**config.mk**
```make
export PLATFORM = sky130hd
export DESIGN_NAME = snn_axil_cfg_slave
export DESIGN_NICKNAME = d
export VERILOG_FILES = /design/src/rtl/snn_axil_cfg_slave.sv
export SDC_FILE = /design/constraint.sdc
export NUM_CORES = 1
export LEC_CHECK = 0
export CELL_PAD_IN_SITES_DETAIL_PLACEMENT = 0
export CELL_PAD_IN_SITES_GLOBAL_PLACEMENT = 1
export CORE_AREA = 2 2 128 180
export CTS_BUF_LIST = sky130_fd_sc_hd__clkbuf_8
export CTS_CLUSTER_DIAMETER = 50
export CTS_CLUSTER_SIZE = 12
export DETAILED_ROUTE_END_ITERATION = 6
export DIE_AREA = 0 0 130 182
export HOLD_SLACK_MARGIN = 0.15
export PLACE_DENSITY = 0.78
export SYNTH_ARGS = -nofsm -noshare
export SYNTH_HDL_FRONTEND = slang
export SYNTH_SLANG_ARGS = --single-unit
```
**constraint.sdc**
```tcl
create_clock -name S_AXI_ACLK -period 4.2 [get_ports S_AXI_ACLK]
set_input_delay 1.26 -clock S_AXI_ACLK [delete_from_list [all_inputs] [get_ports S_AXI_ACLK]]
set_output_delay 1.26 -clock S_AXI_ACLK [all_outputs]
set_load 0.005 [all_outputs]
```
**src/rtl/snn_axil_cfg_slave.sv**
```systemverilog
// AXI4-Lite configuration slave for the SNN core.
// Purpose: decodes CTRL (0x0000), SIM_TIME (0x0004), MEM_CFG (0x0008),
//   DEBUG (0x000C, RO) and a 256-word external-memory window at
//   EXT_MEM_OFFSET. The window drives a shared single-port memory bus.
// Ports:
//   S_AXI_ACLK / S_AXI_ARESETN : clock, async active-low reset
//   S_AXI_AW*, S_AXI_W*, S_AXI_B* : AXI4-Lite write channels
//   S_AXI_AR*, S_AXI_R*           : AXI4-Lite read channels
//   busy                          : core running (blocks MEM_CFG/window writes)
//   ctrl_reg, sim_time_reg, mem_cfg_reg : register contents
//   start                         : one-cycle pulse on CTRL write with bit0=1
//   mem_addr/mem_wdata/mem_we/mem_re/mem_rdata : memory window bus
// Build option: define SNN_CFG_WSTRB_EN to merge register writes per byte
//   using WSTRB and reject partial window writes.
module snn_axil_cfg_slave #(
    parameter int          C_S_AXI_DATA_WIDTH = 32,
    parameter int          C_S_AXI_ADDR_WIDTH = 16,
    parameter logic [15:0] EXT_MEM_OFFSET     = 16'h0100
) (
    input  logic                            S_AXI_ACLK,
    input  logic                            S_AXI_ARESETN,
    input  logic [C_S_AXI_ADDR_WIDTH-1:0]   S_AXI_AWADDR,
    input  logic                            S_AXI_AWVALID,
    output logic                            S_AXI_AWREADY,
    input  logic [C_S_AXI_DATA_WIDTH-1:0]   S_AXI_WDATA,
    input  logic [C_S_AXI_DATA_WIDTH/8-1:0] S_AXI_WSTRB,
    input  logic                            S_AXI_WVALID,
    output logic                            S_AXI_WREADY,
    output logic [1:0]                      S_AXI_BRESP,
    output logic                            S_AXI_BVALID,
    input  logic                            S_AXI_BREADY,
    input  logic [C_S_AXI_ADDR_WIDTH-1:0]   S_AXI_ARADDR,
    input  logic                            S_AXI_ARVALID,
    output logic                            S_AXI_ARREADY,
    output logic [C_S_AXI_DATA_WIDTH-1:0]   S_AXI_RDATA,
    output logic [1:0]                      S_AXI_RRESP,
    output logic                            S_AXI_RVALID,
    input  logic                            S_AXI_RREADY,
    input  logic                            busy,
    output logic [31:0]                     ctrl_reg,
    output logic [31:0]                     sim_time_reg,
    output logic [31:0]                     mem_cfg_reg,
    output logic                            start,
    output logic [7:0]                      mem_addr,
    output logic [31:0]                     mem_wdata,
    output logic                            mem_we,
    output logic                            mem_re,
    input  logic [31:0]                     mem_rdata
);

    localparam int AW = C_S_AXI_ADDR_WIDTH;
    localparam logic [AW-1:0] A_CTRL = AW'(16'h0000);
    localparam logic [AW-1:0] A_SIM  = AW'(16'h0004);
    localparam logic [AW-1:0] A_CFG  = AW'(16'h0008);
    localparam logic [AW-1:0] A_DBG  = AW'(16'h000C);
    localparam logic [AW-1:0] WIN_LO = AW'(EXT_MEM_OFFSET);
    localparam logic [AW-1:0] WIN_HI = AW'(EXT_MEM_OFFSET + 16'h00FF);
    localparam logic [1:0]    OKAY   = 2'b00;
    localparam logic [1:0]    SLVERR = 2'b10;

    typedef enum logic [1:0] {W_IDLE, W_ACK, W_RESP} w_state_t;
    typedef enum logic [1:0] {R_IDLE, R_ACK, R_WAIT, R_DATA} r_state_t;

    w_state_t w_state, w_next;
    r_state_t r_state, r_next;

    logic          wa_ctrl, wa_sim, wa_cfg, wa_win;
    logic          w_err, w_fire, w_apply;
    logic [31:0]   ctrl_nx, sim_nx, cfg_nx;
    logic          start_bit;
    logic [1:0]    bresp_q;

    logic [AW-1:0] araddr_q;
    logic          ra_ctrl, ra_sim, ra_cfg, ra_dbg, ra_win, ra_map;
    logic          r_stall;
    logic [31:0]   rd_val, rdata_q;
    logic [1:0]    rresp_q;

    logic [7:0]    err_cnt;
    logic [1:0]    err_inc;
    logic [8:0]    err_sum;

    // ---------------- write address decode ----------------
    // AW/W stay valid until the W_ACK handshake, so they are decoded live.
    assign wa_ctrl = (S_AXI_AWADDR == A_CTRL);
    assign wa_sim  = (S_AXI_AWADDR == A_SIM);
    assign wa_cfg  = (S_AXI_AWADDR == A_CFG);
    assign wa_win  = (S_AXI_AWADDR >= WIN_LO) && (S_AXI_AWADDR <= WIN_HI);

    // DEBUG is read-only, so it falls into the not-writable set.
    always_comb begin
        w_err = !(wa_ctrl | wa_sim | wa_cfg | wa_win)
              | (busy & (wa_win | wa_cfg));
`ifdef SNN_CFG_WSTRB_EN
        w_err = w_err | (wa_win & (S_AXI_WSTRB != '1));
`endif
    end

    assign w_fire  = (w_state == W_ACK);
    assign w_apply = w_fire & ~w_err;

    always_comb begin
        ctrl_nx   = S_AXI_WDATA;
        sim_nx    = S_AXI_WDATA;
        cfg_nx    = S_AXI_WDATA;
        start_bit = S_AXI_WDATA[0];
`ifdef SNN_CFG_WSTRB_EN
        for (int b = 0; b < 4; b++) begin
            if (!S_AXI_WSTRB[b]) begin
                ctrl_nx[8*b +: 8] = ctrl_reg[8*b +: 8];
                sim_nx[8*b +: 8]  = sim_time_reg[8*b +: 8];
                cfg_nx[8*b +: 8]  = mem_cfg_reg[8*b +: 8];
            end
        end
        start_bit = S_AXI_WDATA[0] & S_AXI_WSTRB[0];
`endif
    end

`ifndef SNN_CFG_WSTRB_EN
    logic unused_wstrb;
    assign unused_wstrb = ^S_AXI_WSTRB;
`endif

    // ---------------- write FSM ----------------
    always_ff @(posedge S_AXI_ACLK or negedge S_AXI_ARESETN) begin
        if (!S_AXI_ARESETN) w_state <= W_IDLE;
        else                w_state <= w_next;
    end

    always_comb begin
        w_next = w_state;
        unique case (w_state)
            W_IDLE:  if (S_AXI_AWVALID && S_AXI_WVALID) w_next = W_ACK;
            W_ACK:   w_next = W_RESP;
            W_RESP:  if (S_AXI_BREADY) w_next = W_IDLE;
            default: w_next = W_IDLE;
        endcase
    end

    always_comb begin
        S_AXI_AWREADY = (w_state == W_ACK);
        S_AXI_WREADY  = (w_state == W_ACK);
        S_AXI_BVALID  = (w_state == W_RESP);
    end

    // ---------------- shared memory port ----------------
    // A window write owns the port; a colliding window read waits in R_ACK.
    assign mem_we    = w_apply & wa_win;
    assign mem_wdata = S_AXI_WDATA;
    assign mem_addr  = mem_we ? S_AXI_AWADDR[7:0] : araddr_q[7:0];

    // ---------------- read address decode ----------------
    assign ra_ctrl = (araddr_q == A_CTRL);
    assign ra_sim  = (araddr_q == A_SIM);
    assign ra_cfg  = (araddr_q == A_CFG);
    assign ra_dbg  = (araddr_q == A_DBG);
    assign ra_win  = (araddr_q >= WIN_LO) && (araddr_q <= WIN_HI);
    assign ra_map  = ra_ctrl | ra_sim | ra_cfg | ra_dbg | ra_win;
    assign r_stall = ra_win & mem_we;

    // ---------------- read FSM ----------------
    always_ff @(posedge S_AXI_ACLK or negedge S_AXI_ARESETN) begin
        if (!S_AXI_ARESETN) r_state <= R_IDLE;
        else                r_state <= r_next;
    end

    always_comb begin
        r_next = r_state;
        unique case (r_state)
            R_IDLE:  if (S_AXI_ARVALID) r_next = R_ACK;
            R_ACK:   if (!r_stall) r_next = R_WAIT;
            R_WAIT:  r_next = R_DATA;
            R_DATA:  if (S_AXI_RREADY) r_next = R_IDLE;
            default: r_next = R_IDLE;
        endcase
    end

    always_comb begin
        S_AXI_ARREADY = (r_state == R_ACK) & ~r_stall;
        S_AXI_RVALID  = (r_state == R_DATA);
        mem_re        = (r_state == R_ACK) & ~r_stall & ra_win;
    end

    always_comb begin
        rd_val = '0;
        unique case (1'b1)
            ra_win:  rd_val = mem_rdata;
            ra_ctrl: rd_val = ctrl_reg;
            ra_sim:  rd_val = sim_time_reg;
            ra_cfg:  rd_val = mem_cfg_reg;
            ra_dbg:  rd_val = {16'h0, err_cnt, 7'h0, busy};
            default: rd_val = '0;
        endcase
    end

    // A write and a read can both fail in one cycle, so count up to 2.
    assign err_inc = {1'b0, w_fire & w_err}
                   + {1'b0, S_AXI_ARREADY & ~ra_map};
    assign err_sum = {1'b0, err_cnt} + {7'b0, err_inc};

    // ---------------- datapath registers ----------------
    always_ff @(posedge S_AXI_ACLK or negedge S_AXI_ARESETN) begin
        if (!S_AXI_ARESETN) begin
            ctrl_reg     <= '0;
            sim_time_reg <= '0;
            mem_cfg_reg  <= '0;
            start        <= 1'b0;
            bresp_q      <= OKAY;
            araddr_q     <= '0;
            rdata_q      <= '0;
            rresp_q      <= OKAY;
            err_cnt      <= '0;
        end else begin
            start <= w_apply & wa_ctrl & start_bit & ~busy;
            if (w_apply & wa_ctrl) ctrl_reg     <= ctrl_nx;
            if (w_apply & wa_sim)  sim_time_reg <= sim_nx;
            if (w_apply & wa_cfg)  mem_cfg_reg  <= cfg_nx;
            if (w_fire) bresp_q <= w_err ? SLVERR : OKAY;
            if (r_state == R_IDLE && S_AXI_ARVALID) araddr_q <= S_AXI_ARADDR;
            if (r_state == R_WAIT) begin
                rdata_q <= rd_val;
                rresp_q <= ra_map ? OKAY : SLVERR;
            end
            err_cnt <= err_sum[8] ? 8'hFF : err_sum[7:0];
        end
    end

    assign S_AXI_BRESP = bresp_q;
    assign S_AXI_RDATA = rdata_q;
    assign S_AXI_RRESP = rresp_q;

endmodule

```
-- Word-level counts from Yosys, hierarchy flattened
Index checks and enable logic that the tools add are counted.
- bits in registers: 161
- output and inout bits: 180
- add/subtract/negate cells: 2
- $lt $le $gt $ge: 4
- equal/unequal tests: 15
- muxes and demuxes: 12
- bitwise operators: 26
- reduce and logical (&&, ||, !) cells: 11
- operators by type and width (kind ; count):
    $pmux 32 s5 ; 1
    $eq 16x4->1 const B ; 3
    $eq 16x3->1 const B ; 2
    $ge 16x9->1 const B ; 2
    $le 16x9->1 const B ; 2
    $logic_not 16->1 ; 2
    $mux 8 ; 2
    $mux 2 ; 7
    $and 1x1->1 ; 13
    $add 8x2->9 ; 1
    $or 1x1->1 ; 9
    $pmux 2 s4 ; 1
    $eq 2x2->1 const B ; 3
    $ne 2x2->1 const B ; 3
    $pmux 2 s3 ; 1
    $eq 2x1->1 const B ; 2
    $logic_and 1x1->1 ; 4
    $logic_not 2->1 ; 2
    $ne 2x1->1 const B ; 2
    $not 1->1 ; 4
    $reduce_and 3->1 ; 1
    $add 1x1->2 ; 1
    $reduce_and 2->1 ; 1
    $logic_not 1->1 ; 1

-- Depth between registers and ports, before layout
- depth after elaboration: 16
- mapped depth: 13
- mapped depth without buffers: 10

-- Worst setup path before layout
OpenSTA, ideal clock, no wires.
- path kind: input to output
- start point: input port S_AXI_AWADDR[12]
- end point: output port mem_addr[0]
- arrival time: 2732 ps
- data required time: 2940 ps
- path slack: 208 ps
- stages on the path: 4
- buffers on the path: 0
- path through: nor4_1 > nand3_1 > nor3_2 > mux2_2
- longest elaborated chain between the ends: 10
- elaborated cells on any way between the ends: 17
- classes of those cells: 2 x order compare; 2 x eq/ne; 1 x mux; 9 x bitwise; 3 x reduce/logical
- RTL lines (what ; RTL line ; text):
    start: declaration ; 22 ; input logic [C_S_AXI_ADDR_WIDTH-1:0] S_AXI_AWADDR,
    parallel branches: the longest is 8 deep, another holds $ge 16x9->1 ; - ;
    $and 1x1->1 (*) ; 148 ; assign mem_we = w_apply & wa_win;
    $mux 8 (*) ; 150 ; assign mem_addr = mem_we ? S_AXI_AWADDR[7:0] : araddr_q[7:0];
    end: declaration ; 44 ; output logic [7:0] mem_addr,
Mark *: on every way between the ends.

-- Worst setup path in the final report
- start point: input port S_AXI_AWADDR[13]
- end point: output port mem_addr[1]
The elaborated chain is that of the path after synthesis.

==> results.toml <==
[synthesis]
synth_top_area_cell = "sky130_fd_sc_hd__dfrtp_1"
synth_enable_flop_cells = 0
syn-instance-count = 610
synth_cell_types = 45
ys.warnings.count = 0
seq_total_area_yosys_pct = 52.0
yosys.cell_count.top_type = "sky130_fd_sc_hd__dfrtp_1"
postSynth.asyncResetShare_pct = 100
post_synth_instance_area_sq_um = 7650
synth_commonest_cells = "sky130_fd_sc_hd__dfrtp_1, sky130_fd_sc_hd__mux2_2, sky130_fd_sc_hd__mux2_1"
post-synth-top-area-fraction_pct = 52.0
postSynthRegisterBits = 159
synthesis.area_per_instance_sq_um = 12.5
synthFlopType = "sky130_fd_sc_hd__dfrtp_1"
yosys-top-cells-area = "sky130_fd_sc_hd__dfrtp_1, sky130_fd_sc_hd__mux2_2, sky130_fd_sc_hd__mux2_1, sky130_fd_sc_hd__a221o_1, sky130_fd_sc_hd__buf_4"

[layout]
layout_fillers = 2028
total_area_of_multi_input_combinational_cells_sq_um = 3240
area_growth_syn_to_layout_pct = 45.6
num_antenna_cells = 0
drive_above_1_share_pct = 19.6
final_net_count = 992
postLayoutCoreUtil_pct = 50.2
seqCellArea_sq_um = 3980
final-instance-count-excl-fill = 1190

[run]
cap_viol_max_count = 0

[sta]
final.setup_skew_ns = 0.0150
timing.hold.ws_ns = 0.444
setup_total_negative_slack_ns = 0
max_slew_violations = 0
report.final.setup_viol = 0
timing.final.crit_share_pct = 98.7
final_critical_period_ns = 4.15
slew_headroom_pct = 26.7
rsz0062_at_grt = "false"
clock.fmax_mhz = 241
timing_worst_slew_pin_value_ns = 1.09
final_hold_viol_count = 0

[cts]
cts_hold_buffers = 0
clk_pin_slew_ns = 0.09
root_buffer = "sky130_fd_sc_hd__clkbuf_8"
cts.path.max_buffers = 2
later_pin_clock_latency_in_the_skew_report_ns = 0.46
cts_htree_levels = 4
tritoncts = "done"
num_clock_sinks = 159
numCtsBuffers = 17

[status]
outcome = "completed"

[grt]
globalRoute.totalOverflow = 0
wire_length_of_the_first_global_routing_pass_microns = 36800
largest_net_degree_at_the_start_of_global_routing = 93
grt.met1_usage_pct = 25.4
number_of_antenna_violations_at_the_first_check_in_global_routing = 0
track_usage_pct = 20.7
grt_use_met2_pct = 35.8
first_global_vias = 6100
grt_use_met3_pct = 4.77
top_usage_layer = "met2"

[floorplan]
dieHeight_microns = 182
i_o_pin_count = 288
die_area_sq_um = 23700
core_sq_um = 22200
std_cell_rows = 65
dieWidth_microns = 130
start_util_pct = 34.5

[power_and_ir_drop]
power.density_cell_area_nw_per_um2 = 373
cellLeakagePower_nw = 5.05
power.ir.vdd_worst_uv = 230

[placement]
dp_hpwl_microns = 16300
place.gp.congestion = 0.775
dpl.cell_count = 1146
buffer_ports.inserted = 281

[setup_path]
critPathLaunchType = "input pin"
setup.worst_path.end_class = "primary output"
timing.critical_path.required_ns = 2.94
critical_path_class = "in2out"
worstPathArrival_ns = 2.89
crit_fanout = 3
ff2ff_setup_slack_ns = 1.15

[detailed_routing]
via_count = 5977
wire_per_inst_microns = 20.5
1st_iter_drt_viols = 249
drt_drc_violations_left = 0
dr.pass1.iters = 4
antenna_left = 0
routed_via_density = 5.02
routed_wirelength_microns = 24400

[worst_hold_path]
min_path_type = "reg2reg"
## report_power, final
| part | total, mW | switching, mW | internal [mW] |
|---|---|---|---|
| sequential | 1.77 | 0.106 | 1.66 |
| combinational | 1.25 | 0.715 | 0.532 |
| clock | 1.15 | 0.640 | 0.509 |
## logic make-up after synthesis
kind of cell,after synthesis,share of synthesized area [%]
flops,159,52.0
mux,132,19.3
simple gates,116,8.53
compound gates,108,11.8
buf+inv,83,6.62
fa+ha+maj,7,1.24
xor+xnor,4,0.458
other cells,1,0.0490
## path summary, 6_finish.rpt
check,cells past startpoint,endpoint,from
max,8,mem_addr[1],S_AXI_AWADDR[13]
min,1,w_state[0],w_state[1]
max reg2reg,10,err_cnt[0],araddr_q[1]
min reg2reg,1,w_state[0],w_state[1]
max in group asynchronous,2,sim_time_reg[5],S_AXI_ARESETN
min in group asynchronous,1,araddr_q[15],S_AXI_ARESETN
## layout make-up
class,count,area share [%]
multi-input cells,369,29.1
flip-flops and latches,159,35.7
repair buffers,320,28.0
clock buffers,18,2.22
clock inverters,13,1.29
inverters,10,0.337
well taps,301,3.38
## layer usage
metal / part of all wire, % / vias up
met5: 0 / -
met2: 51 / 205
met3: 5.6 / 22
li1: - / 2744
met4: 1.9 / 0
met1: 41 / 3006
## timing repair
item / CTS / global route
cloned: 1 / 0
resized for setup: 52 / 5
buffers inserted: 11 / 1
endpoints found under the hold margin: 0 / 0
endpoints found under the setup margin: 11 / 10
pin swaps: 4 / 3
## placed cells by master (no fill, tap or decap), types with 6 or more instances in the layout
| cell type | n |
|---|---|
| sky130_fd_sc_hd__nor2b_1 | 33 |
| sky130_fd_sc_hd__a22oi_1 | 24 |
| sky130_fd_sc_hd__a22o_1 | 7 |
| sky130_fd_sc_hd__clkbuf_8 | 18 |
| sky130_fd_sc_hd__buf_2 | 6 |
| sky130_fd_sc_hd__nand2_1 | 39 |
| sky130_fd_sc_hd__dfrtp_1 | 158 |
| sky130_fd_sc_hd__clkdlybuf4s50_1 | 262 |
| sky130_fd_sc_hd__mux2_2 | 75 |
| sky130_fd_sc_hd__a221o_1 | 32 |
| sky130_fd_sc_hd__inv_1 | 10 |
| sky130_fd_sc_hd__buf_4 | 33 |
| sky130_fd_sc_hd__dlygate4sd2_1 | 7 |
| sky130_fd_sc_hd__nor2_1 | 9 |
| sky130_fd_sc_hd__mux2_1 | 44 |
| sky130_fd_sc_hd__o31ai_1 | 27 |
| sky130_fd_sc_hd__mux2i_1 | 8 |
## through the flow
stage,power (mW),instance area (sq um),setup slack (ns)
finish,4.16,11100,0.0546
global route,4.40,11100,0.00475
CTS,4.22,11100,0.00652
detailed placement,3.07,10600,-0.415
global placement,3.05,10600,-0.420
floorplan,2.48,7660,0.208
## worst max-delay path: stages
cell	delay (ns)
sky130_fd_sc_hd__dlygate4sd2_1	0.26
sky130_fd_sc_hd__nor4_4	0.31
sky130_fd_sc_hd__nand3_2	0.14
sky130_fd_sc_hd__nor3_2	0.21
sky130_fd_sc_hd__buf_4	0.18
sky130_fd_sc_hd__buf_6	0.11
sky130_fd_sc_hd__mux2_4	0.30
sky130_fd_sc_hd__buf_6	0.12
Power figures use the tool's default switching activity.
